===== config.mk =====
export PLATFORM = sky130hd
export DESIGN_NAME = collision_scheduler
export DESIGN_NICKNAME = d
export VERILOG_FILES = /design/src/rtl/collision_scheduler.sv
export SDC_FILE = /design/constraint.sdc
export NUM_CORES = 1
export LEC_CHECK = 0
export CAP_MARGIN = 20
export CORE_ASPECT_RATIO = 1.2
export CORE_MARGIN = 2
export CORE_UTILIZATION = 40
export DETAILED_ROUTE_END_ITERATION = 8
export GPL_TIMING_DRIVEN = 0
export PLACE_DENSITY = 0.83
export RECOVER_POWER = 50
export SLEW_MARGIN = 20
export SYNTH_ARGS = -nofsm -noshare
export SYNTH_HDL_FRONTEND = slang
export SYNTH_SLANG_ARGS = --single-unit

===== constraint.sdc =====
create_clock -name clk -period 1.9 [get_ports clk]
set_input_delay 0.57 -clock clk [delete_from_list [all_inputs] [get_ports clk]]
set_output_delay 0.57 -clock clk [all_outputs]
set_load 0.01 [all_outputs]

===== src/rtl/collision_scheduler.sv =====
// collision_scheduler: time-multiplexes one shared pipe-collision checker
// across NUM_PIPES on-screen slots. On each accepted frame_tick it walks
// every slot once. For each active slot it selects the slot, clears the
// checker, strobes evaluate and then samples the hit. Hits set a sticky
// game_over flag.
// Optional build macro: FLOOR_CHECK_EN. When it is defined, a bird at or
// below FLOOR_Y also counts as a hit, checked once at the end of each scan.
module collision_scheduler #(
  parameter int NUM_PIPES = 3,
  parameter int IDX_W     = 2,
  parameter int FLOOR_Y   = 116
) (
  input  logic                 clk,
  input  logic                 reset,
  input  logic                 frame_tick,
  input  logic [NUM_PIPES-1:0] pipe_valid,
  input  logic                 chk_hit,
  input  logic [6:0]           y_bird,
  input  logic                 game_restart,
  output logic [IDX_W-1:0]     chk_sel,
  output logic                 chk_clear,
  output logic                 chk_eval,
  output logic                 busy,
  output logic                 scan_done,
  output logic [IDX_W-1:0]     hit_idx,
  output logic                 game_over
);

  localparam logic [2:0] S_IDLE   = 3'd0;
  localparam logic [2:0] S_FIND   = 3'd1;
  localparam logic [2:0] S_CLEAR  = 3'd2;
  localparam logic [2:0] S_EVAL   = 3'd3;
  localparam logic [2:0] S_SAMPLE = 3'd4;
  localparam logic [2:0] S_DONE   = 3'd5;

  // The index carries one extra bit so that idx == NUM_PIPES is the
  // natural end-of-scan value and never wraps back onto slot 0.
  localparam int            IW   = IDX_W + 1;
  localparam logic [IW-1:0] LAST = NUM_PIPES[IW-1:0];

  logic [2:0]       state_q,     state_d;
  logic [IW-1:0]    idx_q,       idx_d;
  logic             hit_seen_q,  hit_seen_d;
  logic [IDX_W-1:0] chk_sel_q,   chk_sel_d;
  logic             chk_clear_q, chk_clear_d;
  logic             chk_eval_q,  chk_eval_d;
  logic             busy_q,      busy_d;
  logic             scan_done_q, scan_done_d;
  logic [IDX_W-1:0] hit_idx_q,   hit_idx_d;
  logic             game_over_q, game_over_d;

  // pipe_valid is zero-extended so that any idx value can index it safely.
  // Slots past NUM_PIPES read as inactive.
  logic [(2**IW)-1:0] valid_ext;

`ifdef FLOOR_CHECK_EN
  localparam logic [6:0] FLOOR_Y7 = FLOOR_Y[6:0];
`else
  logic unused_floor;
  assign unused_floor = ^{y_bird, FLOOR_Y[6:0]};
`endif

  // Widen pipe_valid to the full index range.
  always_comb begin
    valid_ext                = '0;
    valid_ext[NUM_PIPES-1:0] = pipe_valid;
  end

  // Scan sequencing, hit accumulation and registered-output next values.
  always_comb begin
    state_d     = state_q;
    idx_d       = idx_q;
    hit_seen_d  = hit_seen_q;
    chk_sel_d   = chk_sel_q;
    hit_idx_d   = hit_idx_q;
    game_over_d = game_over_q;

    // A restart clears first, so a hit in the same cycle still wins below.
    if (game_restart) begin
      game_over_d = 1'b0;
      hit_idx_d   = '0;
    end

    case (state_q)
      S_IDLE: begin
        if (frame_tick && !game_over_q) begin
          idx_d      = '0;
          hit_seen_d = 1'b0;
          state_d    = S_FIND;
        end
      end
      S_FIND: begin
        if (idx_q >= LAST) begin
          state_d = S_DONE;
        end else if (!valid_ext[idx_q]) begin
          idx_d = idx_q + 1'b1;
        end else begin
          chk_sel_d = idx_q[IDX_W-1:0];
          state_d   = S_CLEAR;
        end
      end
      S_CLEAR: state_d = S_EVAL;
      S_EVAL:  state_d = S_SAMPLE;
      S_SAMPLE: begin
        if (chk_hit) begin
          game_over_d = 1'b1;
          if (!hit_seen_q) begin
            hit_idx_d  = idx_q[IDX_W-1:0];
            hit_seen_d = 1'b1;
          end
        end
        idx_d   = idx_q + 1'b1;
        state_d = S_FIND;
      end
      S_DONE: begin
`ifdef FLOOR_CHECK_EN
        if (y_bird >= FLOOR_Y7) begin
          game_over_d = 1'b1;
          if (!hit_seen_q) hit_idx_d = '1;
        end
`endif
        state_d = S_IDLE;
      end
      default: state_d = S_IDLE;
    endcase

    // Strobe outputs are registered decodes of the upcoming state.
    chk_clear_d = (state_d == S_CLEAR);
    chk_eval_d  = (state_d == S_EVAL);
    busy_d      = (state_d != S_IDLE);
    scan_done_d = (state_d == S_DONE);
  end

  // State and output registers with synchronous reset.
  always_ff @(posedge clk) begin
    if (reset) begin
      state_q     <= S_IDLE;
      idx_q       <= '0;
      hit_seen_q  <= 1'b0;
      chk_sel_q   <= '0;
      chk_clear_q <= 1'b0;
      chk_eval_q  <= 1'b0;
      busy_q      <= 1'b0;
      scan_done_q <= 1'b0;
      hit_idx_q   <= '0;
      game_over_q <= 1'b0;
    end else begin
      state_q     <= state_d;
      idx_q       <= idx_d;
      hit_seen_q  <= hit_seen_d;
      chk_sel_q   <= chk_sel_d;
      chk_clear_q <= chk_clear_d;
      chk_eval_q  <= chk_eval_d;
      busy_q      <= busy_d;
      scan_done_q <= scan_done_d;
      hit_idx_q   <= hit_idx_d;
      game_over_q <= game_over_d;
    end
  end

  assign chk_sel   = chk_sel_q;
  assign chk_clear = chk_clear_q;
  assign chk_eval  = chk_eval_q;
  assign busy      = busy_q;
  assign scan_done = scan_done_q;
  assign hit_idx   = hit_idx_q;
  assign game_over = game_over_q;

endmodule


==> reports/metrics.yaml <==
relSlewSlack_pct: 57.3
hold_path_depth: 2
reg2reg_depth: 6
synthArstFlopShare_pct: 0
grt_max_degree: 11
worstPathRequired_ps: 2090
total_power_w: 0.000770
setup_violations: 4
syn_to_final_growth_pct: 41.3
synth.most_common_cell: "dfxtp_1"
cp-end-kind: "flop"
grtUsageMet3_pct: 3.79
avgSynthCellArea_um2: 9.31
dr.pass1.iters: 4
routed_wl_mm: 1.58
worstMarginPinSlew_ps: 639
hold_viol_final: 0
crit_path_start_kind: "flop"
synth_area_leader_cell: "dfxtp_1"
grt_pass1_wl_mm: 2.80
synth.distinct_cells: 35
finalMaxSlewViolations: 0
dp_hpwl_mm: 1.19
cp.arrival_ps: 2200
post-route-min-period_ps: 2010
ys_seq_area_share_pct: 41.0
first_global_vias: 665
synth-seq-cells: 16
synth_edf_count: 0
routed-via-count: 699
io_buffers: 16
die_h_um: 52.4
clock_path_buffers: 2
cts-root-buf: "clkbuf_4"
dieArea_um2: 2330
max_cap_viol_count: 0
tritoncts.num_buffers: 3
wl_per_cell_um: 12.5
path_clk_slew_ps: 100
power_density_nw_per_um2: 697
cts_tree: "built"
insertion_delay_ps: 290
rows: 17
vias_per_cell: 5.55
layout_worst_path_cycle_share_pct: 106
status: "finished with violations"
yosys-top-cells-area: "dfxtp_1 (41%), nor2_1 (3.4%), ha_1 (3.2%)"
synth_warnings: 0
clock-sinks: 16
die_x_um: 44.4
grtUsageTotal_pct: 16.5
ant_nets: 0
synth_area_um2: 782
start_util_pct: 42.3
placed_area_um2: 1020
skew_ps: 12.1
synthDominantCellAreaShare_pct: 41.0
rsz0062_at_grt: "true"
fin_ws_ps: -109
synth.net_count: 101
diodes: 0
leakagePower_nw: 0.418
drive_gt1_share_pct: 23.4
grt-ovfl-total: 0
fmax_ghz: 0.498
final_net_count: 125
postSynthCellCount: 84
min_path_type: "flop to flop"
drt_iter0_drc: 10
core_area_um2: 1850
ios: 24
antenna_found_initial: 0
irDropWorstVdd_v: 0.000525
grtUsageMet2_pct: 28.4
synth_ff_type: "dfxtp_1"
drc: 0
crit_type: "flop to flop"
place_inst: 119
finalNonFillerCells: 126
final_cell_area_um2: 1100
synthTopCellsByCount: "dfxtp_1 (16), nor2_1 (7), nand2_1 (6), nor3_1 (5)"
gp_congestion: 0.834
path_max_fanout: 4
violations: "negative setup slack"
cts_max_level: 1
grt-busiest-layer: "met2"
met1_usage_pct: 19.1
fin_hold_ws_ps: 483
routing by layer:
metal	routed length, um	part of all wire [%]
met3	92	5.8
met2	789	50
met4	27	1.7
met1	671	42
met5	0	0
cell type report:
cell class / count / area, um2
Fill cell: 153 / 746
Multi-Input combinational cell: 60 / 502
Sequential cell: 16 / 329
Timing Repair Buffer: 19 / 183
Clock buffer: 4 / 36.3
Tap cell: 19 / 23.8
Buffer: 4 / 16.3
Inverter: 4 / 15.0
final timing paths:
kind / from / to / slack (ps)
worst min-delay path: chk_sel[1]$_SDFFE_PP0P_ / chk_sel[1]$_SDFFE_PP0P_ / 480
worst max-delay path: idx_q[1]$_SDFFE_PP0P_ / idx_q[2]$_SDFFE_PP0P_ / -110
worst min register to register: chk_sel[1]$_SDFFE_PP0P_ / chk_sel[1]$_SDFFE_PP0P_ / 480
worst max register to register: idx_q[1]$_SDFFE_PP0P_ / idx_q[2]$_SDFFE_PP0P_ / -110
state kept, by name, indices dropped and copies added, names as in the netlist:
name	count
idx_q	3
state_q	3
chk_sel	2
hit_idx	2
busy	1
chk_clear	1
chk_eval	1
game_over	1
hit_seen_q	1
scan_done	1
critical path, stage by stage (launching register included):
cell      delay, ps
dfxtp_4         370
ha_4            160
ha_4            160
or4b_4          550
o221ai_4        200
o311ai_4        150
mux2_4          320
cells in the final DEF, fill, tap and decap left out, types with 3 or more instances in the layout:
cell	count
dfxtp_1	13
clkdlybuf4s50_1	12
nor2_1	7
nand2_1	5
nor3_1	5
inv_1	4
a21oi_1	4
nor2b_1	4
dlygate4sd3_1	4
clkbuf_1	3
nand2b_1	3
o21ai_0	3
clkbuf_4	3
buf_4	3
per-stage QoR:
stage | util [%] | worst slack, ps | setup TNS [ps]
after floorplan | - | -49.1 | -69.4
after global placement | 55.2 | -208 | -509
after detailed placement | 55.2 | -233 | -636
after CTS | 59.3 | -151 | -241
after global routing | 59.7 | -162 | -455
final | 59.7 | -109 | -225
cells by family (layout without fill, tap and decap cells):
group           after synthesis  in the layout  share of synthesized area, %
fa+ha+maj                     2              2                          3.20
simple gates                 36             36                          26.7
buf+inv                       8             31                          4.00
mux                           5              5                          7.36
compound gates               16             16                          16.6
xor+xnor                      1              1                          1.12
flops                        16             16                          41.0
repair_timing:
action                     CTS  global route
resized for setup            6             0
pin swaps                    4             1
setup endpoints to repair    4             4
hold buffers                 0             0
buffers inserted             2             1
power by group:
| part | internal, W | switching (W) | total [W] |
|---|---|---|---|
| Combinational | 0.0000962 | 0.0000900 | 0.000186 |
| Sequential | 0.000350 | 0.00000736 | 0.000357 |
| Clock | 0.000117 | 0.000110 | 0.000226 |
| Total | 0.000563 | 0.000207 | 0.000770 |
No activity file was read; power rests on OpenSTA's default activity.
==> edit (same flow settings) <==
Change the parameter `IDX_W` from 2 to 1.
--- a/src/rtl/collision_scheduler.sv
+++ b/src/rtl/collision_scheduler.sv
@@ -9,3 +9,3 @@
   parameter int NUM_PIPES = 3,
-  parameter int IDX_W     = 2,
+  parameter int IDX_W     = 1,
   parameter int FLOOR_Y   = 116
Interface: changed (resized chk_sel and hit_idx); port bits go from 24 to 22. The function was not compared with the original's and may differ.
==> edit against the unedited design <==
Global-route usage is 0.24 points lower; via count is 23% lower; final area is 30% lower; sequential cell count is 3 lower; clock skew is 0.0055 ns lower; area after synthesis is 24% lower; routed wire length is 27% lower; power is 17% lower; setup slack better by 0.24 ns; largest power group unchanged.
==> edit: results (changes against the unedited design) <==
drt first pass iters=4 (unchanged); clk buf depth=2 (unchanged); Via-to-Cell Ratio=5.21 (-6.0%); post-place setup slack=-0.138 ns (+0.0949 ns); Mapped Nets=84 (-17%); # nets final=103 (-18%); Crit-path slowest cell=clkdlybuf4s50_1; Critical Path Max Stage Delay=0.55 ns (about the same); peak supply drop=0.000331 V (-37%); ranking of synthesized cells by area=dfxtp_1 44%, nor2_1 5.7%, o21ai_0 4.2%, a21oi_1 3.4%, inv_1 3.2%; DP HPWL=881 microns (-26%); asr flop ratio synth=0 (unchanged); post-synthesis sequential area ratio=0.441 (+0.0311); Leak Pwr=0.296 nW (-29%); initial antenna violation count=0 (unchanged); Largest regs=state_q: 3 flops, idx_q: 2 flops; status=completed; pin count of the biggest net entering global routing=11 (unchanged); Clock Tree Root=clkbuf_4; antenna diode count=0 (unchanged); Yosys warnings=0 (unchanged); vias in the first global route=501 (-25%); Placed Area=752 sq um (-26%); Clock Skews=0.00659 ns (-0.00546 ns); Reg area=260 sq um (-21%); clock latency on the worst-skew pair=0.28 ns; PortBufs=14 (-2); Layout fillers=131 (-14%); first-pass GRT wire length=1940 microns (-31%); Post-synth top cells=13 x dfxtp_1, 9 x nor2_1, 5 x inv_1, 5 x o21ai_0, 4 x a21oi_1; share of layout cells above drive strength 1=0.105 (-0.129); postcts setup bufs=0 (-2); Wirelength per Cell=11.2 microns (-11%); top_reg_cell synth=dfxtp_1; CTS Buf Count=3 (unchanged); # H-tree levels=1 (unchanged); worst slew pin tran=0.486 ns (-0.153 ns); worst hold path class=flop to flop; Worst EP arrival=1.20 ns (-1.00 ns); Iter 0 DRT Violations=9 (-1); mean post-synth cell area=8.68 sq um (-6.7%); post-CTS sizing=0 (-6); gpl congestion=0.821 (-1.6%); largest delay contributor family on the critical path=buffers and inverters; clk slew on worst S/H paths=0.08 ns (-0.02 ns); gr usage total=0.162 (-0.00243); Crit Path Max Fanout=3 (-1); Netlist cell types=31 (-11%)
edit: stage by stage:
step	cells	hold WS, ns	power (mW)
after global routing	103	0.535	0.686
after detailed placement	99	0.464	0.479
after CTS	103	0.474	0.650
final	103	0.471	0.643
after floorplan	68	0.466	0.424
after global placement	99	0.457	0.473
edit: cell type report:
cell class / count / area share
Buffer: 3 / 0.0257
Clock buffer: 4 / 0.0338
Inverter: 5 / 0.0241
Multi-Input combinational cell: 47 / 0.375
Sequential cell: 13 / 0.334
Tap cell: 17 / 0.0273
Timing Repair Buffer: 14 / 0.180
edit: final timing paths:
path              startpoint        end  slack (ns)  cells past startpoint
hold reg to reg      chk_sel    chk_sel        0.47                      2
hold / removal       chk_sel    chk_sel        0.47                      2
setup reg to reg    idx_q[0]   idx_q[0]        0.29                      5
setup / recovery   game_over  game_over        0.13                      1
edit: worst reg2reg max path, cell delays in order, from the launching register on:
cell	delay, ns
dfxtp_1	0.39
ha_1	0.27
nor4b_1	0.44
nor2_1	0.12
a31oi_1	0.18
o21ai_0	0.10
edit: power breakdown:
group	switching [mW]	internal (mW)	total, mW
registers	0.0274	0.295	0.323
logic	0.0722	0.0766	0.149
clock network	0.0899	0.0815	0.171
edit: cell families after synthesis:
logic type / after synthesis / synth area share
adder cells (fa/ha/maj): 1 / 0.0212
multiplexers: 1 / 0.0169
buffers and inverters: 8 / 0.0657
AO/OA/AOI/OAI: 17 / 0.178
flip-flops: 13 / 0.441
AND/OR/NAND/NOR: 28 / 0.278
edit: layer usage:
| layer | global-route usage | vias to the layer above | part of all wire | routed length [microns] |
|---|---|---|---|---|
| met2 | 0.260 | 14 | 0.50 | 573 |
| li1 | - | 276 | - | - |
| met1 | 0.181 | 244 | 0.45 | 514 |
| met4 | 0.117 | 0 | 0.022 | 25 |
| met5 | 0 | - | 0 | 0 |
| met3 | 0.0435 | 3 | 0.034 | 39 |
